==> config.mk <==
export PLATFORM = sky130hd
export DESIGN_NAME = memwrite_monitor_flat
export DESIGN_NICKNAME = d
export VERILOG_FILES = /design/src/rtl/memwrite_monitor_pkg.sv /design/src/rtl/memwrite_monitor_if.sv /design/src/rtl/memwrite_monitor_entry_table.sv /design/src/rtl/memwrite_monitor.sv /design/src/flat_wrapper.sv
export SDC_FILE = /design/constraint.sdc
export NUM_CORES = 1
export LEC_CHECK = 0
export CAP_MARGIN = 20
export CORE_MARGIN = 2
export CORE_UTILIZATION = 40
export CTS_BUF_LIST = sky130_fd_sc_hd__clkbuf_4 sky130_fd_sc_hd__clkbuf_8 sky130_fd_sc_hd__clkbuf_16
export CTS_CLUSTER_DIAMETER = 100
export DETAILED_ROUTE_END_ITERATION = 6
export PLACE_DENSITY = 0.62
export SYNTH_ARGS = -nofsm -noshare
export SYNTH_HDL_FRONTEND = slang
export SYNTH_SLANG_ARGS = --single-unit
==> constraint.sdc <==
create_clock -name clk -period 27.6 [get_ports clk]
set_input_delay 5.52 -clock clk [delete_from_list [all_inputs] [get_ports clk]]
set_output_delay 5.52 -clock clk [all_outputs]
set_load 0.02 [all_outputs]
==> src/rtl/memwrite_monitor_pkg.sv <==
// Shared types for the data-memory write monitor: FSM states, verdict codes,
// table entry kinds and width helpers.
package mon_pkg;

  typedef enum logic [1:0] {
    ST_IDLE  = 2'd0,
    ST_ARMED = 2'd1,
    ST_PASS  = 2'd2,
    ST_FAIL  = 2'd3
  } mon_state_e;

  typedef enum logic [1:0] {
    FAIL_NONE    = 2'd0,
    FAIL_DATA    = 2'd1,
    FAIL_ADDR    = 2'd2,
    FAIL_TIMEOUT = 2'd3
  } fail_code_e;

  typedef enum logic [1:0] {
    KIND_INVALID  = 2'd0,
    KIND_EXPECT   = 2'd1,
    KIND_IGNORE   = 2'd2,
    KIND_RESERVED = 2'd3
  } cfg_kind_e;

  // A single-entry table still needs a one-bit index port.
  function automatic int idx_width(input int depth);
    return (depth > 1) ? $clog2(depth) : 1;
  endfunction

  function automatic int count_width(input int maxval);
    return (maxval > 0) ? $clog2(maxval + 1) : 1;
  endfunction

endpackage

==> src/rtl/memwrite_monitor_if.sv <==
// Configuration, observed write port and verdict bundle of memwrite_monitor.
interface memwrite_monitor_if #(
  parameter int ADDR_W  = 32,
  parameter int DATA_W  = 32,
  parameter int DEPTH   = 4,
  parameter int TIMEOUT = 1000
);
  import mon_pkg::*;

  localparam int IDX_W = idx_width(DEPTH);
  localparam int MC_W  = count_width(DEPTH);
  localparam int CC_W  = count_width(TIMEOUT);

  logic              cfg_we;
  logic [IDX_W-1:0]  cfg_idx;
  logic [1:0]        cfg_kind;
  logic [ADDR_W-1:0] cfg_addr;
  logic [DATA_W-1:0] cfg_data;
  logic              start;
  logic              memwrite;
  logic [ADDR_W-1:0] dataadr;
  logic [DATA_W-1:0] writedata;
  logic              done;
  logic              pass;
  logic [1:0]        fail_code;
  logic [ADDR_W-1:0] fail_addr;
  logic [DATA_W-1:0] fail_data;
  logic [MC_W-1:0]   match_count;
  logic [CC_W-1:0]   cycle_count;

  modport master (
    output cfg_we, cfg_idx, cfg_kind, cfg_addr, cfg_data, start,
    output memwrite, dataadr, writedata,
    input  done, pass, fail_code, fail_addr, fail_data, match_count, cycle_count
  );

  modport slave (
    input  cfg_we, cfg_idx, cfg_kind, cfg_addr, cfg_data, start,
    input  memwrite, dataadr, writedata,
    output done, pass, fail_code, fail_addr, fail_data, match_count, cycle_count
  );

endinterface

==> src/rtl/memwrite_monitor_entry_table.sv <==
// Programmable table of expected/ignored writes with one address and data
// comparator per entry; produces per-entry hit vectors for the observed write.
module monitor_entry_table
  import mon_pkg::*;
#(
  parameter int ADDR_W = 32,
  parameter int DATA_W = 32,
  parameter int DEPTH  = 4,
  parameter int IDX_W  = 2
) (
  input  logic              clk,
  input  logic              reset,
  input  logic              cfg_we,
  input  logic [IDX_W-1:0]  cfg_idx,
  input  logic [1:0]        cfg_kind,
  input  logic [ADDR_W-1:0] cfg_addr,
  input  logic [DATA_W-1:0] cfg_data,
  input  logic [ADDR_W-1:0] obs_addr,
  input  logic [DATA_W-1:0] obs_data,
  output logic [DEPTH-1:0]  exp_valid,
  output logic [DEPTH-1:0]  exp_full_hit,
  output logic [DEPTH-1:0]  exp_addr_hit,
  output logic [DEPTH-1:0]  ign_hit
);

  localparam int unsigned NENT = DEPTH;

  cfg_kind_e         kind_q [NENT];
  logic [ADDR_W-1:0] addr_q [NENT];
  logic [DATA_W-1:0] data_q [NENT];

  always_ff @(posedge clk or posedge reset) begin
    if (reset) begin
      for (int unsigned i = 0; i < NENT; i++) begin
        kind_q[i] <= KIND_INVALID;
        addr_q[i] <= '0;
        data_q[i] <= '0;
      end
    end else if (cfg_we) begin
      for (int unsigned i = 0; i < NENT; i++) begin
        if (cfg_idx == IDX_W'(i)) begin
          kind_q[i] <= cfg_kind_e'(cfg_kind);
          addr_q[i] <= cfg_addr;
          data_q[i] <= cfg_data;
        end
      end
    end
  end

  // Reserved kinds never match, so they behave exactly like invalid entries.
  always_comb begin
    exp_valid    = '0;
    exp_full_hit = '0;
    exp_addr_hit = '0;
    ign_hit      = '0;
    for (int unsigned i = 0; i < NENT; i++) begin
      exp_valid[i]    = (kind_q[i] == KIND_EXPECT);
      exp_addr_hit[i] = (kind_q[i] == KIND_EXPECT) && (addr_q[i] == obs_addr);
      exp_full_hit[i] = exp_addr_hit[i] && (data_q[i] == obs_data);
      ign_hit[i]      = (kind_q[i] == KIND_IGNORE) && (addr_q[i] == obs_addr);
    end
  end

endmodule

==> src/rtl/memwrite_monitor.sv <==
// Data-memory write checker: compares observed writes against a programmed
// table and latches a registered pass / fail verdict.
module memwrite_monitor
  import mon_pkg::*;
#(
  parameter int ADDR_W  = 32,
  parameter int DATA_W  = 32,
  parameter int DEPTH   = 4,
  parameter int ORDERED = 1,
  parameter int TIMEOUT = 1000
) (
  input logic               clk,
  input logic               reset,
  memwrite_monitor_if.slave mon
);

  localparam int IDX_W = idx_width(DEPTH);
  localparam int MC_W  = count_width(DEPTH);
  localparam int CC_W  = count_width(TIMEOUT);

  mon_state_e        state_q;
  logic [DEPTH-1:0]  matched_q;
  logic              done_q;
  logic              pass_q;
  fail_code_e        fail_code_q;
  logic [ADDR_W-1:0] fail_addr_q;
  logic [DATA_W-1:0] fail_data_q;
  logic [MC_W-1:0]   match_count_q;
  logic [CC_W-1:0]   cycle_count_q;

  logic [DEPTH-1:0]  exp_valid;
  logic [DEPTH-1:0]  exp_full_hit;
  logic [DEPTH-1:0]  exp_addr_hit;
  logic [DEPTH-1:0]  ign_hit;
  logic [DEPTH-1:0]  unmatched;
  logic [DEPTH-1:0]  head;
  logic [DEPTH-1:0]  cand;
  logic [DEPTH-1:0]  mark;
  logic              wr_fail;
  fail_code_e        wr_code;
  logic              cfg_allow;
  logic              timeout_edge;
  logic              arm;

  assign cfg_allow    = mon.cfg_we && (state_q != ST_ARMED);
  assign timeout_edge = (cycle_count_q == CC_W'(TIMEOUT - 1));
  assign arm          = mon.start && (state_q != ST_ARMED);

  monitor_entry_table #(
    .ADDR_W (ADDR_W),
    .DATA_W (DATA_W),
    .DEPTH  (DEPTH),
    .IDX_W  (IDX_W)
  ) u_table (
    .clk          (clk),
    .reset        (reset),
    .cfg_we       (cfg_allow),
    .cfg_idx      (mon.cfg_idx),
    .cfg_kind     (mon.cfg_kind),
    .cfg_addr     (mon.cfg_addr),
    .cfg_data     (mon.cfg_data),
    .obs_addr     (mon.dataadr),
    .obs_data     (mon.writedata),
    .exp_valid    (exp_valid),
    .exp_full_hit (exp_full_hit),
    .exp_addr_hit (exp_addr_hit),
    .ign_hit      (ign_hit)
  );

  // x & (~x + 1) isolates the lowest set bit, giving lowest-index-wins.
  always_comb begin
    unmatched = exp_valid & ~matched_q;
    head      = '0;
    cand      = '0;
    mark      = '0;
    wr_fail   = 1'b0;
    wr_code   = FAIL_NONE;
    if (ORDERED != 0) begin
      head = unmatched & (~unmatched + DEPTH'(1));
      if (|(head & exp_full_hit)) begin
        mark = head;
      end else if (|(head & exp_addr_hit)) begin
        wr_fail = 1'b1;
        wr_code = FAIL_DATA;
      end else if (!(|ign_hit)) begin
        wr_fail = 1'b1;
        wr_code = FAIL_ADDR;
      end
    end else begin
      cand = unmatched & exp_full_hit;
      if (|cand) begin
        mark = cand & (~cand + DEPTH'(1));
      end else if (|(unmatched & exp_addr_hit)) begin
        wr_fail = 1'b1;
        wr_code = FAIL_DATA;
      end else if (!(|ign_hit)) begin
        wr_fail = 1'b1;
        wr_code = FAIL_ADDR;
      end
    end
  end

  always_ff @(posedge clk or posedge reset) begin
    if (reset) begin
      state_q       <= ST_IDLE;
      matched_q     <= '0;
      done_q        <= 1'b0;
      pass_q        <= 1'b0;
      fail_code_q   <= FAIL_NONE;
      fail_addr_q   <= '0;
      fail_data_q   <= '0;
      match_count_q <= '0;
      cycle_count_q <= '0;
    end else if (arm) begin
      state_q       <= ST_ARMED;
      matched_q     <= '0;
      done_q        <= 1'b0;
      pass_q        <= 1'b0;
      fail_code_q   <= FAIL_NONE;
      fail_addr_q   <= '0;
      fail_data_q   <= '0;
      match_count_q <= '0;
      cycle_count_q <= '0;
    end else if (state_q == ST_ARMED) begin
      if (cycle_count_q < CC_W'(TIMEOUT)) begin
        cycle_count_q <= cycle_count_q + CC_W'(1);
      end
      // A verdict from the write beats a timeout landing on the same edge.
      if (unmatched == '0) begin
        state_q <= ST_PASS;
        done_q  <= 1'b1;
        pass_q  <= 1'b1;
      end else if (mon.memwrite && wr_fail) begin
        state_q     <= ST_FAIL;
        done_q      <= 1'b1;
        fail_code_q <= wr_code;
        fail_addr_q <= mon.dataadr;
        fail_data_q <= mon.writedata;
      end else if (mon.memwrite && (|mark)) begin
        matched_q     <= matched_q | mark;
        match_count_q <= match_count_q + MC_W'(1);
        if ((unmatched & ~mark) == '0) begin
          state_q <= ST_PASS;
          done_q  <= 1'b1;
          pass_q  <= 1'b1;
        end else if (timeout_edge) begin
          state_q     <= ST_FAIL;
          done_q      <= 1'b1;
          fail_code_q <= FAIL_TIMEOUT;
        end
      end else if (timeout_edge) begin
        state_q     <= ST_FAIL;
        done_q      <= 1'b1;
        fail_code_q <= FAIL_TIMEOUT;
      end
    end
  end

  assign mon.done        = done_q;
  assign mon.pass        = pass_q;
  assign mon.fail_code   = fail_code_q;
  assign mon.fail_addr   = fail_addr_q;
  assign mon.fail_data   = fail_data_q;
  assign mon.match_count = match_count_q;
  assign mon.cycle_count = cycle_count_q;

endmodule
==> src/flat_wrapper.sv <==
// flat-port wrapper written by rule: the top's interface ports become plain ports
module memwrite_monitor_flat import mon_pkg::*;
#(
  parameter int ADDR_W  = 32,
  parameter int DATA_W  = 32,
  parameter int DEPTH   = 4,
  parameter int ORDERED = 1,
  parameter int TIMEOUT = 1000
)
  (clk, reset, mon_cfg_we, mon_cfg_idx, mon_cfg_kind, mon_cfg_addr, mon_cfg_data, mon_start, mon_memwrite, mon_dataadr, mon_writedata, mon_done, mon_pass, mon_fail_code, mon_fail_addr, mon_fail_data, mon_match_count, mon_cycle_count);
  memwrite_monitor_if #(.ADDR_W(ADDR_W), .DATA_W(DATA_W), .DEPTH(DEPTH), .TIMEOUT(TIMEOUT)) mon_i ();
  input logic clk;
  input logic reset;
  input wire logic [$bits(mon_i.cfg_we)-1:0] mon_cfg_we;
  input wire logic [$bits(mon_i.cfg_idx)-1:0] mon_cfg_idx;
  input wire logic [$bits(mon_i.cfg_kind)-1:0] mon_cfg_kind;
  input wire logic [$bits(mon_i.cfg_addr)-1:0] mon_cfg_addr;
  input wire logic [$bits(mon_i.cfg_data)-1:0] mon_cfg_data;
  input wire logic [$bits(mon_i.start)-1:0] mon_start;
  input wire logic [$bits(mon_i.memwrite)-1:0] mon_memwrite;
  input wire logic [$bits(mon_i.dataadr)-1:0] mon_dataadr;
  input wire logic [$bits(mon_i.writedata)-1:0] mon_writedata;
  output wire logic [$bits(mon_i.done)-1:0] mon_done;
  output wire logic [$bits(mon_i.pass)-1:0] mon_pass;
  output wire logic [$bits(mon_i.fail_code)-1:0] mon_fail_code;
  output wire logic [$bits(mon_i.fail_addr)-1:0] mon_fail_addr;
  output wire logic [$bits(mon_i.fail_data)-1:0] mon_fail_data;
  output wire logic [$bits(mon_i.match_count)-1:0] mon_match_count;
  output wire logic [$bits(mon_i.cycle_count)-1:0] mon_cycle_count;
  assign mon_i.cfg_we = mon_cfg_we;
  assign mon_i.cfg_idx = mon_cfg_idx;
  assign mon_i.cfg_kind = mon_cfg_kind;
  assign mon_i.cfg_addr = mon_cfg_addr;
  assign mon_i.cfg_data = mon_cfg_data;
  assign mon_i.start = mon_start;
  assign mon_i.memwrite = mon_memwrite;
  assign mon_i.dataadr = mon_dataadr;
  assign mon_i.writedata = mon_writedata;
  assign mon_done = mon_i.done;
  assign mon_pass = mon_i.pass;
  assign mon_fail_code = mon_i.fail_code;
  assign mon_fail_addr = mon_i.fail_addr;
  assign mon_fail_data = mon_i.fail_data;
  assign mon_match_count = mon_i.match_count;
  assign mon_cycle_count = mon_i.cycle_count;
  memwrite_monitor #(.ADDR_W(ADDR_W), .DATA_W(DATA_W), .DEPTH(DEPTH), .ORDERED(ORDERED), .TIMEOUT(TIMEOUT)) u_core (.clk(clk), .reset(reset), .mon(mon_i));
endmodule
==> results.ini, run 1 <==
[setup_path]
r2r.worst_path.cells=10
critical_path_required_ps=28060
crit_arrival_ps=9640
cp-end-kind=register
reg2reg_setup_slack_ps=23670
reg2reg_to=u_core.mon.fail_data[11]
crit_path_start_kind=primary input
reg2reg_from=u_core.u_table.addr_q[122]
worstSetupPathType=primary input to register
crit_fanout=82

[floorplan]
io_pins=218
row_count=74
core_sq_um=41000
start_util=0.408
die_width_um=208
design.die.area_sq_um=43500
chipHeight_um=208

[placed_design]
hpwl_mm=32.8
dpl_worst_slack_ps=17880
place_congestion=0.844
io_buffer_count=217
post-place-cells=2032
placed_area_sq_um=19000

[synth]
synth_area_leaders=dfrtp_1 (53%), mux2_2 (18%), xnor2_1 (8.4%)
synth_flop_cell=dfrtp_1
synthMostInstantiatedCell=dfrtp_1
yosysSeqAreaShare=0.525
postSynthCellCount=1391
ys_top_cells_by_count=dfrtp_1 (351), mux2_2 (264), xnor2_1 (160), xor2_1 (101), o21ai_0 (74)
synthArstFlopShare=1.00
ys_ff_latch=351
yosysTopAreaCellShare=0.525
netlist_area_sq_um=16700
synth_top_area_cell=dfrtp_1
ys_warn_count=0
yosysUniqueCellTypes=41
syn_area_per_cell_sq_um=12.0
synthesis.nets=1530
synth_edf_count=0

[hold_path]
min_path_type=register to register
min_from=u_core.mon.fail_addr[13]
whs_endpoint=u_core.mon.fail_addr[13]
holdPathStages=2

[cts]
insertion_delay_ps=550
cts.clk_slew.worst_paths_ps=60
ctsLongestPathBuffers=3
cts_buffers=41
cts.sinks=351
cts_tree=yes
cts_hold_buf=0
cts_setup_buffers=0
h-tree-depth=2
cts_root_buf=clkbuf_16
cts_resized=0

[power_and_ir_drop]
power.density_nw_per_um2=106
peakVddDrop_mv=0.0498
p_total_mw=2.18
p_leak_nw=8.62

[timing]
setup_viol=0
fmax_mhz=109
setup_ws_ps=18420
period_share=0.332
slew_headroom=0.268
tightest_slew_ps=1100
grt_setup_unrepaired=no
maxSlewViolCount=0
finalCriticalPeriod_ps=9180
finClkSkew_ps=22.8
hold_viol=0
setup-tns-final_ps=0
fin_hold_ws_ps=497

[final_layout]
multiInputGateArea_sq_um=7090
syn2layout_area_growth_pct=22.7
final_layout_size_suffix_gt1_frac=0.227
regArea_sq_um=8780
num-nets-final=1683
fin_util=0.500
n_antenna_cell=0
nFillCells=3648
final_area_sq_um=20500
instances_no_fill=2106

[routing]
vias=10900
wl_mm=45.7
drt_iter0_drc=651
wire_per_inst_um=21.7
ant_nets=0
firstDrtPassIters=5
post-route-drc-count=0
routed_via_density=5.18

[global_route]
grtUsageMet2=0.332
overflow=0
gr-usage-all-layers=0.212
grt_pass1_wl_mm=69.8
grtUsageMet1=0.306
busiest_layer=met2
gr-usage-met3=0.0391
antenna_found_initial=1
grt_pass1_vias=11100
grt_max_degree=126

[run_status]
status=complete, no violations

[run]
timing.max_cap.violations=0

area by class of cell:
class,count,area share
Inverter,68,0.0128
Timing Repair Buffer,227,0.111
Sequential cell,351,0.428
Tap cell,532,0.0324
Clock buffer,59,0.0604
Multi-Input combinational cell,855,0.346
Clock inverter,14,0.0100
layer usage:
layer | part of all wire | vias to the layer above
li1 | - | 5043
met2 | 0.46 | 231
met3 | 0.050 | 50
met5 | 0.00022 | -
met4 | 0.015 | 2
met1 | 0.47 | 5578
critical path: stages:
cell             delay, ps
clkdlybuf4s50_1        590
xnor2_1                340
nand4_1                130
nor4_1                 700
nand4b_1               240
nor3_1                 310
or4_1                  290
or4b_4                 480
buf_4                  700
nand3_1                160
o21ai_0                110
state kept, by name, summed over array words and instances, names as in the netlist:
| signal | cells |
|---|---|
| u_core.matched_q | 4 |
| u_core.mon.cycle_count | 10 |
| u_core.mon.done | 1 |
| u_core.mon.fail_addr | 32 |
| u_core.mon.fail_code | 2 |
| u_core.mon.fail_data | 32 |
| u_core.mon.match_count | 3 |
| u_core.mon.pass | 1 |
| u_core.state_q | 2 |
| u_core.u_table.addr_q | 128 |
| u_core.u_table.data_q | 128 |
| u_core.u_table.kind_q | 8 |
logic make-up after synthesis:
group,synth area share
DFF,0.525
muxes,0.178
xor gates and xnor gates,0.137
and+or+nand+nor,0.0769
buffers and inverters,0.0519
AOI/OAI and AO/OA,0.0300
adders and majority gates,0.00150
power by group:
group | total [mW] | internal, mW | switching [mW]
Combinational | 0.701 | 0.370 | 0.331
Sequential | 0.896 | 0.745 | 0.152
Clock | 0.580 | 0.360 | 0.220
Total | 2.18 | 1.47 | 0.703
placed cells by master, fill, tap and decap left out, drive strengths merged, types with 5 or more instances in the layout:
cell           count
buf               10
nand4b             5
clkinv             7
clkdlybuf4s50    217
xnor2            160
inv               70
nor2              26
mux2             264
o21ai             74
bufinv             5
nor3               5
clkbuf            59
nand2             23
nor4              33
a21oi              7
xor2             101
nand3             73
nand4             53
dfrtp            351
how the worst max path moves through the flow:
stage / to / from / depth (start not counted) / slack [ps]
after floorplan: u_core.matched_q[0] / reset / 1 / 12340
after global placement: u_core.mon.fail_data[16] / mon_dataadr[17] / 11 / 18000
after detailed placement: u_core.mon.fail_data[11] / mon_dataadr[27] / 11 / 17880
after CTS: u_core.mon.fail_data[11] / mon_dataadr[27] / 11 / 18450
after global routing: u_core.mon.fail_data[0] / mon_dataadr[5] / 11 / 18120
final: u_core.mon.fail_data[11] / mon_dataadr[5] / 11 / 18420
No activity file was read; power rests on OpenSTA's default activity.
==> run 2, diff against run 1 <==
==> constraint.sdc (replaced) <==
create_clock -name clk -period 9.1 [get_ports clk]
set_input_delay 1.82 -clock clk [delete_from_list [all_inputs] [get_ports clk]]
set_output_delay 1.82 -clock clk [all_outputs]
set_load 0.02 [all_outputs]
==> results.ini, run 2 (same netlist as run 1, synthesis figures left out) <==
[cts]
insertion_delay_ps=570
cts_root_buf=clkbuf_16
cts_tree=yes
ctsLongestPathBuffers=3
cts_buffers=40
cts_setup_buffers=0
cts_resized=0
h-tree-depth=2
cts.sinks=351
cts.clk_slew.worst_paths_ps=60
cts_hold_buf=0

[power_and_ir_drop]
sequentialPowerShare=0.425
peakVddDrop_mv=0.171
switching_share=0.330
power.density_nw_per_um2=315
p_leak_nw=8.53
power_frac_clock=0.242
internal-power_mw=4.28
switching_power_mw=2.11
p_total_mw=6.39
p_comb_frac=0.332

[global_route]
overflow=0
grt_pass1_wl_mm=70.5
grt_pass1_vias=11400
gr-usage-all-layers=0.214
grt_max_degree=160
antenna_found_initial=2

[floorplan]
io_pins=218
chipHeight_um=208
start_util=0.408
row_count=74
core_sq_um=41000
die_width_um=208
design.die.area_sq_um=43500

[routing]
ant_nets=0
wl_mm=45.7
post-route-drc-count=0
firstDrtPassIters=5
vias=10900
drt_iter0_drc=665
routed_via_density=5.18
wire_per_inst_um=21.7

[final_layout]
num-nets-final=1683
n_antenna_cell=0
largest_registers=u_core.u_table.addr_q: 128 flops, u_core.u_table.data_q: 128 flops
nFillCells=3662
final_common_cell=dfrtp_1
final_layout_size_suffix_gt1_frac=0.226
syn2layout_area_growth_pct=21.6
most-common-layout-cells=dfrtp_1 (351), mux2_2 (264), clkdlybuf4s50_1 (217), xnor2_1 (160), xor2_1 (101)

[setup_path]
critical_path_required_ps=9560
cp-end-kind=register
reg2reg_from=u_core.u_table.addr_q[79]
reg2reg_setup_slack_ps=5200
crit_arrival_ps=5910
crit_fanout=88
reg2reg_to=u_core.mon.fail_data[12]
r2r.worst_path.cells=10
crit_path_start_kind=primary input
worstSetupPathType=primary input to register

[timing]
period_share=0.598
setup_viol=0
setup-tns-final_ps=0
fmax_mhz=184
tightest_slew_ps=1100
setup_ws_ps=3660
finalCriticalPeriod_ps=5440
slew_headroom=0.264
fin_hold_ws_ps=497
grt_setup_unrepaired=no
hold_viol=0
maxSlewViolCount=0
finClkSkew_ps=35.8

[run]
timing.max_cap.violations=0

[run_status]
status=complete, no violations

[hold_path]
whs_endpoint=u_core.mon.fail_addr[24]
min_from=u_core.mon.fail_addr[24]
holdPathStages=2
min_path_type=register to register

[placed_design]
dpl_worst_slack_ps=3120
place_congestion=0.833
hpwl_mm=32.3
io_buffer_count=217

==> run 2: changes by cell type in the layout (fill, tap and decap cells not counted), sizes merged <==
cell	previous run	this run
bufinv	5	0
clkinv	7	12
clkbuf	59	57
buf	10	11
clkinvlp	0	1
inv	70	69
==> run 2: metrics by stage <==
step | utilization | std cells | cell area [sq um]
2_1_floorplan | - | 1391 | 16700
3_3_place_gp | 0.465 | 2034 | 19100
3_5_place_dp | 0.465 | 2034 | 19100
4_1_cts | 0.496 | 2105 | 20300
5_1_grt | 0.496 | 2105 | 20300
6_report | 0.496 | 2105 | 20300
==> run 2: how the worst max path moves through the flow <==
stage	startpoint	to	cells after the start
after detailed placement	mon_dataadr[27]	u_core.mon.fail_data[1]	10
after floorplan	reset	u_core.matched_q[0]	1
after global placement	mon_dataadr[15]	u_core.mon.fail_data[11]	11
final	mon_dataadr[0]	u_core.mon.fail_data[12]	11
after global routing	mon_dataadr[31]	u_core.mon.fail_data[4]	11
after CTS	mon_dataadr[27]	u_core.mon.fail_data[12]	11
==> run 2: routing by layer <==
layer | wire length (um) | GRT usage | vias to the layer above | part of all wire
li1 | - | - | 5033 | -
met1 | 22000 | 0.308 | 5563 | 0.48
met2 | 20700 | 0.331 | 228 | 0.45
met3 | 2020 | 0.0421 | 72 | 0.044
met4 | 1020 | 0.0568 | 4 | 0.022
met5 | 23 | 0 | - | 0.00050
==> run 2: final cells by class <==
class | instances | area, sq um | share of cell area
Sequential cell | 351 | 8780 | 0.432
Multi-Input combinational cell | 855 | 7090 | 0.349
Timing Repair Buffer | 228 | 2270 | 0.112
Clock buffer | 57 | 1170 | 0.0577
Tap cell | 532 | 666 | 0.0327
Inverter | 68 | 259 | 0.0127
Clock inverter | 14 | 88.8 | 0.00437
==> run 2: critical path: stages <==
cell and delay, ps:
clkdlybuf4s50_1 760, xnor2_1 180, nand4_1 130, nor4_1 750, nand4b_1 220, nor3_1 270, or4_1 270, or4b_4 430
buf_4 740, nand3_1 160, o21ai_0 110
==> run 2: power groups by stage <==
| stage | combinational, mW | clock, mW | sequential [mW] |
|---|---|---|---|
| 2_1_floorplan | 1.40 | 0 | 2.75 |
| 3_3_place_gp | 2.10 | 0 | 2.70 |
| 3_5_place_dp | 2.13 | 0 | 2.74 |
| 4_1_cts | 2.14 | 1.59 | 2.71 |
| 5_1_grt | 2.31 | 1.66 | 2.81 |
| 6_report | 2.12 | 1.55 | 2.72 |
